`config.mk`:
```
export PLATFORM = sky130hd
export DESIGN_NAME = dmem_port_arbiter
export DESIGN_NICKNAME = d
export VERILOG_FILES = /design/src/rtl/dmem_port_arbiter.sv
export SDC_FILE = /design/constraint.sdc
export NUM_CORES = 1
export LEC_CHECK = 0
export CAP_MARGIN = 20
export CORE_UTILIZATION = 35
export DETAILED_ROUTE_END_ITERATION = 6
export PLACE_DENSITY = 0.74
export SETUP_SLACK_MARGIN = 0.5
export SYNTH_ARGS = -nofsm -noshare
export SYNTH_HDL_FRONTEND = slang
export SYNTH_SLANG_ARGS = --single-unit
```
`constraint.sdc`:
```
create_clock -name clk_i -period 3.6 [get_ports clk_i]
set_input_delay 0.72 -clock clk_i [delete_from_list [all_inputs] [get_ports clk_i]]
set_output_delay 0.72 -clock clk_i [all_outputs]
set_load 0.02 [all_outputs]
```
`src/rtl/dmem_port_arbiter.sv`:
```
// ---------------------------------------------------------------------------
// dmem_port_arbiter
//   Shares the single DataMemory port between two requesters:
//     port 0 = CPU load/store path, port 1 = debug / program-loader path.
//   Round-robin arbitration with an optional bounded lock for bursts.
//   Each transaction runs IDLE -> SERVE -> DONE: the grant is taken in IDLE,
//   the memory is accessed in SERVE, and the ack pulses in DONE.
//
// Ports
//   clk_i, rst_i              clock, synchronous active-high reset
//   reqN_i                    request, held with stable fields until ackN_o
//   weN_i / stN_i / ldN_i     store enable, StSrc, LdSrc of the request
//   addrN_i / wdataN_i        byte address and store data
//   lockN_i                   owner wants to keep the port for the next access
//   ackN_o                    one-cycle completion pulse
//   rdataN_o                  load result, valid with ackN_o, held until next load
//   mem_*_o / mem_RD_i        DataMemory port (combinational read)
// ---------------------------------------------------------------------------
module dmem_port_arbiter #(
    parameter int DATA_WIDTH = 32,
    parameter int MAX_LOCK   = 4
) (
    input  logic                  clk_i,
    input  logic                  rst_i,
    input  logic                  req0_i,
    input  logic                  req1_i,
    input  logic                  we0_i,
    input  logic                  we1_i,
    input  logic                  st0_i,
    input  logic                  st1_i,
    input  logic                  ld0_i,
    input  logic                  ld1_i,
    input  logic [DATA_WIDTH-1:0] addr0_i,
    input  logic [DATA_WIDTH-1:0] addr1_i,
    input  logic [DATA_WIDTH-1:0] wdata0_i,
    input  logic [DATA_WIDTH-1:0] wdata1_i,
    input  logic                  lock0_i,
    input  logic                  lock1_i,
    output logic                  ack0_o,
    output logic                  ack1_o,
    output logic [DATA_WIDTH-1:0] rdata0_o,
    output logic [DATA_WIDTH-1:0] rdata1_o,
    output logic                  mem_WE_o,
    output logic                  mem_StSrc_o,
    output logic                  mem_LdSrc_o,
    output logic [DATA_WIDTH-1:0] mem_A_o,
    output logic [DATA_WIDTH-1:0] mem_WD_o,
    input  logic [DATA_WIDTH-1:0] mem_RD_i
);

    localparam int CW = $clog2(MAX_LOCK + 1);
    localparam logic [CW-1:0] LOCK_MAX = CW'(MAX_LOCK);

    typedef enum logic [1:0] {
        IDLE  = 2'd0,
        SERVE = 2'd1,
        DONE  = 2'd2
    } state_e;

    state_e                state_q;
    logic                  owner_q;
    logic                  rr_last_q;
    logic                  lock_vld_q;
    logic                  lock_own_q;
    logic [CW-1:0]         lock_cnt_q;
    logic                  ack0_q, ack1_q;
    logic [DATA_WIDTH-1:0] rdata0_q, rdata1_q;
    // The mem_* registers double as the captured request fields; they are
    // loaded on the grant and cleared when SERVE ends.
    logic                  mem_we_q, mem_st_q, mem_ld_q;
    logic [DATA_WIDTH-1:0] mem_a_q, mem_wd_q;

    logic owner_d;      // port selected in IDLE
    logic keep_cnt_d;   // grant is a lock-held regrant; keep lock_cnt
    logic lock_ok_s;    // lock owner is requesting again
    logic other_req_s;  // the non-lock-owner port is requesting

    // Owner selection for the IDLE cycle.
    always_comb begin
        owner_d     = 1'b0;
        keep_cnt_d  = 1'b0;
        lock_ok_s   = lock_vld_q & (lock_own_q ? req1_i : req0_i);
        other_req_s = lock_own_q ? req0_i : req1_i;
        if (lock_ok_s && (lock_cnt_q < LOCK_MAX)) begin
            owner_d    = lock_own_q;
            keep_cnt_d = 1'b1;
        end else if (lock_ok_s && !other_req_s) begin
            // Exhausted but unopposed: regrant, count stays saturated.
            owner_d    = lock_own_q;
            keep_cnt_d = 1'b1;
        end else if (lock_ok_s) begin
            // Exhausted and the other port waits: forced turn.
            owner_d = ~lock_own_q;
        end else if (req0_i && req1_i) begin
            owner_d = ~rr_last_q;
        end else if (req1_i) begin
            owner_d = 1'b1;
        end else begin
            owner_d = 1'b0;
        end
    end

    // Transaction FSM, lock bookkeeping and all registered outputs.
    always_ff @(posedge clk_i) begin
        if (rst_i) begin
            state_q    <= IDLE;
            owner_q    <= 1'b0;
            rr_last_q  <= 1'b1;
            lock_vld_q <= 1'b0;
            lock_own_q <= 1'b0;
            lock_cnt_q <= '0;
            ack0_q     <= 1'b0;
            ack1_q     <= 1'b0;
            rdata0_q   <= '0;
            rdata1_q   <= '0;
            mem_we_q   <= 1'b0;
            mem_st_q   <= 1'b0;
            mem_ld_q   <= 1'b0;
            mem_a_q    <= '0;
            mem_wd_q   <= '0;
        end else begin
            case (state_q)
                IDLE: begin
                    ack0_q <= 1'b0;
                    ack1_q <= 1'b0;
                    if (req0_i || req1_i) begin
                        owner_q  <= owner_d;
                        mem_we_q <= owner_d ? we1_i    : we0_i;
                        mem_st_q <= owner_d ? st1_i    : st0_i;
                        mem_ld_q <= owner_d ? ld1_i    : ld0_i;
                        mem_a_q  <= owner_d ? addr1_i  : addr0_i;
                        mem_wd_q <= owner_d ? wdata1_i : wdata0_i;
                        if (!keep_cnt_d) begin
                            lock_cnt_q <= '0;
                        end
                        state_q <= SERVE;
                    end
                end
                SERVE: begin
                    if (!mem_we_q) begin
                        if (owner_q) rdata1_q <= mem_RD_i;
                        else         rdata0_q <= mem_RD_i;
                    end
                    ack0_q   <= ~owner_q;
                    ack1_q   <= owner_q;
                    mem_we_q <= 1'b0;
                    mem_st_q <= 1'b0;
                    mem_ld_q <= 1'b0;
                    mem_a_q  <= '0;
                    mem_wd_q <= '0;
                    state_q  <= DONE;
                end
                DONE: begin
                    ack0_q    <= 1'b0;
                    ack1_q    <= 1'b0;
                    rr_last_q <= owner_q;
                    if (owner_q ? lock1_i : lock0_i) begin
                        lock_vld_q <= 1'b1;
                        lock_own_q <= owner_q;
                        // Only regrants under an existing lock count; the
                        // grant that takes the lock starts the count at 0.
                        if (lock_vld_q && (lock_own_q == owner_q)) begin
                            if (lock_cnt_q < LOCK_MAX) begin
                                lock_cnt_q <= lock_cnt_q + CW'(1);
                            end
                        end else begin
                            lock_cnt_q <= '0;
                        end
                    end else begin
                        lock_vld_q <= 1'b0;
                        lock_cnt_q <= '0;
                    end
                    state_q <= IDLE;
                end
                default: begin
                    ack0_q   <= 1'b0;
                    ack1_q   <= 1'b0;
                    mem_we_q <= 1'b0;
                    state_q  <= IDLE;
                end
            endcase
        end
    end

    assign ack0_o      = ack0_q;
    assign ack1_o      = ack1_q;
    assign rdata0_o    = rdata0_q;
    assign rdata1_o    = rdata1_q;
    // Reset gates WE directly so a reset landing in SERVE blocks the write.
    assign mem_WE_o    = mem_we_q & ~rst_i;
    assign mem_StSrc_o = mem_st_q;
    assign mem_LdSrc_o = mem_ld_q;
    assign mem_A_o     = mem_a_q;
    assign mem_WD_o    = mem_wd_q;

endmodule
```
==> metrics list <==
- Setup repair after global routing left no endpoint under its margin.
- Number of distinct library cell variants in the gate-level netlist after synthesis: 33
* Number of hold buffers added after cts: 0
- Count of boundary I/O pins: 305
* Number of detailed-routing iterations run before antenna repair: 4
- Cells after Synth: 571
- Dominant cell type by area after synthesis: sky130_fd_sc_hd__dfxtp_1
* Setup-violating endpoint count in the final report: 0
* Class of the most critical hold timing path: reg -> reg
* EDFF count, synth: 0
- Fin crit share: 0.676
- Ranked by total cell area, the synthesized netlist is headed by sky130_fd_sc_hd__dfxtp_1, sky130_fd_sc_hd__mux2i_1, sky130_fd_sc_hd__o2bb2ai_1.
* Clock Path Buffers: 2
- The final route contains 5,215 vias.
- Hold timing on the final database bottoms out at a slack of between 400 and 500 ps.
- Routability Congestion: about 0.82
- Antenna Cells: 0
- For this run, asynchronously set or reset flops after synthesis account for 0.
- The detailed router finished its first iteration with between 200 and 300 violations.
* Cell Area, Synth: 5460 um^2
- CP startpoint: rst_i
- After detailed routing, the total wire length is roughly 17,000 um.
- Max-Slew Margin vs Limit: 0.497
- Number of core rows: between 40 and 50
* Clk root buf: sky130_fd_sc_hd__clkbuf_16
- Global-route wire length before repair: around 26,000 um
- Clock latency on the worst-skew pair, taken at its later pin, is between 400 and 500 ps.
* Total number of H-tree levels: 4
- The clock net in this run drives a total of about 140 sinks.
- In the routed layout, each cell is associated on average with a via count of a little under 5.
- The number of max-slew violations in the final report was 0.
- The worst path in the final design needs a cycle of around 2400 ps, including I/O delays and setup.
* Data arrival at the endpoint of the critical path: approximately 1700 ps
- After clock tree synthesis, the setup repair step added 0 buffers.
- The worst setup path is of the in -> out kind.
- For this run, the total global-route usage over all layers was measured as 0.212.
- Launching element type of the critical path: primary input
* Clock tree from TritonCTS: yes
- The worst register-to-register path begins at state_q[1]$_SDFFE_PP0N_.
- The number of gates resized after CTS was 0.
* Wire per inst: 16.2 um
- In this run, CTS created clock tree buffers numbering 17.
* Post-route standard cell area excluding fillers: 9270 um^2
* Net count, final: between 1,000 and 1,500
- Overall die width: between 100 and 150 um
* Instance area at placement: ~8700 um^2
- In this run the critical register-to-register path is captured at mem_A_o[12]$_SDFFE_PP0P_.
* Part of the Yosys area used for sequential elements: 0.521
* Reg-to-reg slack, setup: ~1600 ps
- In this run the tool buffered the top-level ports with about 300 buffer cells.
* Floorplan die height: 127 um
- Counting every net in the synthesized netlist gives between 700 and 800.
- The number of antenna violations at the first check in global routing came to 0.
- Top_reg_cell synth: sky130_fd_sc_hd__dfxtp_1
- Of all nets on the critical path, the largest fanout is 8.
- The via count of the first global-routing pass is 5,005.
* Leak pwr: between 3 and 4 nW
- Yosys warning count: 0
- Adding up every negative setup slack in the final design gives 0 ps.
- Clock tree skew after final layout: 10.1 ps
- The total overflow left after global routing is 0.
- Clock-pin slew was measured on the worst setup and hold paths at 50 ps.
* Cell with the biggest individual delay on the critical path: sky130_fd_sc_hd__clkdlybuf4s50_1
* Mean post-synth cell area: roughly 9.6 um^2
- After synthesis the netlist holds a flip-flop and latch count of roughly 140.
- Share of layout cells above drive strength 1: 0.0584
* Power Dens Cells: between 400 and 500 nW/um^2
- The total count of hold-check failures in the final report came to 0.
- After detailed routing, the number of remaining DRC violations is 0.
- At the pin with the least slew margin, the transition time is roughly 750 ps.
- Area share of the largest cell type after synthesis: 0.521
- Measured in cells, the most critical reg-to-reg path has a length of 5.
- Relative to the synthesized area, the layout overhead comes to 69.8%.
- In this run the remaining antenna-violating nets after routing total 0.
- Maximum number of pins on one net before global-route repair: 69
- Area of the die: 16,100 um^2
- The run finished with clean final reports.
- The critical path goes through buf_2 > nor2b_1 > clkdlybuf4s50_1.
- In this run the worst setup path terminates at mem_WE_o.
- Maximum clock frequency: between 0.4 and 0.5 GHz
* Initial standard-cell utilization of the core: 0.359
* Final core occ: 0.609
- STA classifies the critical path endpoint as an output pin.
- STA puts the critical path data required time at 2880 ps.
* Placeable core area: 15,200 um^2
- Max stage delay on crit path: approximately 660 ps
- Across the run, the number of max-cap violations was 0.
- Detailed Place HPWL: between 10,000 and 15,000 um
* Worst vdd ir: 0.312 mV
[stage by stage]
stage	setup slack [ps]	power, mW	std cells
after floorplan	1630	2.14	571
after global placement	873	2.60	1030
after detailed placement	785	2.61	1030
after CTS	1170	4.45	1061
after global routing	1090	4.58	1061
final	1170	4.40	1061
[report_power, final]
part           internal (mW)  total (mW)  switching [mW]
Sequential              1.68        1.74          0.0603
Combinational          0.443       0.837           0.393
Clock                   1.17        1.82           0.653
Total                   3.29        4.40            1.11
[synth_stat cells, types with 4 or more instances]
cell type	n
sky130_fd_sc_hd__dfxtp_1	142
sky130_fd_sc_hd__nand2_1	135
sky130_fd_sc_hd__mux2i_1	69
sky130_fd_sc_hd__a21oi_1	67
sky130_fd_sc_hd__o2bb2ai_1	66
sky130_fd_sc_hd__clkbuf_1	31
sky130_fd_sc_hd__buf_2	8
sky130_fd_sc_hd__nor2_1	7
sky130_fd_sc_hd__nor3_1	5
sky130_fd_sc_hd__nand3_1	4
[layer usage]
metal / GRT usage / up-vias / part of all wire
met2: 0.355 / 222 / 0.48
met1: 0.243 / 2386 / 0.42
met5: 0 / - / 0
met4: 0.0791 / 0 / 0.017
met3: 0.0844 / 20 / 0.087
li1: - / 2587 / -
[final cells by class]
cell class | count | area (um^2)
clock inverters | 11 | 165
clock buffers | 20 | 447
repair buffers | 316 | 3140
fillers | 1309 | 5940
multi-input cells | 380 | 2420
well taps | 188 | 235
inverters | 4 | 15.0
flip-flops and latches | 142 | 2840
[worst max-delay path, delay by kind of cell]
kind / cells / cell delay, ps
buffers and inverters: 2 / 820
AND/OR/NAND/NOR: 1 / 170
[cells by family (layout without fill, tap and decap cells)]
group                      after synthesis  count (layout)  synth area share
buffers and inverters                   49             351            0.0410
muxes                                   71              71             0.131
AOI/OAI and AO/OA                      146             146             0.185
xor gates and xnor gates                 1               1           0.00161
adders and majority gates                1               1           0.00229
and+or+nand+nor                        161             161             0.118
DFF                                    142             142             0.521
[how the worst min path moves through the flow]
| stage | slack [ps] | depth (start not counted) | end | from |
|---|---|---|---|---|
| floorplan | 460 | 2 | rr_last_q$_SDFFE_PP1P_ | rr_last_q$_SDFFE_PP1P_ |
| global placement | 440 | 2 | rdata0_o[18]$_SDFFE_PP0P_ | rdata0_o[18]$_SDFFE_PP0P_ |
| detailed placement | 450 | 1 | mem_A_o[18]$_SDFFE_PP0P_ | mem_A_o[18]$_SDFFE_PP0P_ |
| CTS | 450 | 2 | rdata1_o[28]$_SDFFE_PP0P_ | rdata1_o[28]$_SDFFE_PP0P_ |
| global route | 470 | 2 | rdata1_o[28]$_SDFFE_PP0P_ | rdata1_o[28]$_SDFFE_PP0P_ |
| finish | 450 | 2 | rdata1_o[31]$_SDFFE_PP0P_ | rdata1_o[31]$_SDFFE_PP0P_ |
[layout by cell type (no fill, tap or decap), types with 2 or more instances in the layout]
cell type / n
sky130_fd_sc_hd__a21oi_1: 67
sky130_fd_sc_hd__a31oi_1: 2
sky130_fd_sc_hd__buf_4: 11
sky130_fd_sc_hd__bufinv_16: 4
sky130_fd_sc_hd__clkbuf_1: 2
sky130_fd_sc_hd__clkbuf_16: 17
sky130_fd_sc_hd__clkdlybuf4s50_1: 303
sky130_fd_sc_hd__clkinv_2: 4
sky130_fd_sc_hd__dfxtp_1: 142
sky130_fd_sc_hd__inv_1: 3
sky130_fd_sc_hd__mux2_2: 2
sky130_fd_sc_hd__mux2i_1: 69
sky130_fd_sc_hd__nand2_1: 134
sky130_fd_sc_hd__nand3_1: 4
sky130_fd_sc_hd__nand3b_1: 2
sky130_fd_sc_hd__nor2_1: 6
sky130_fd_sc_hd__nor2b_1: 2
sky130_fd_sc_hd__nor3_1: 3
sky130_fd_sc_hd__nor3_2: 2
sky130_fd_sc_hd__o211a_1: 2
sky130_fd_sc_hd__o211ai_1: 2
sky130_fd_sc_hd__o21ai_0: 3
sky130_fd_sc_hd__o2bb2ai_1: 66
sky130_fd_sc_hd__or3_1: 2
[flip-flops by register name, indices dropped and copies added (netlist names)]
register / flops
state_q: 2
lock_cnt_q: 3
lock_own_q: 1
lock_vld_q: 1
mem_WD_o: 32
ack1_o: 1
ack0_o: 1
rdata1_o: 32
rr_last_q: 1
rdata0_o: 32
mem_we_q: 1
mem_A_o: 32
mem_LdSrc_o: 1
mem_StSrc_o: 1
owner_q: 1
No activity file was read; power rests on OpenSTA's default activity.
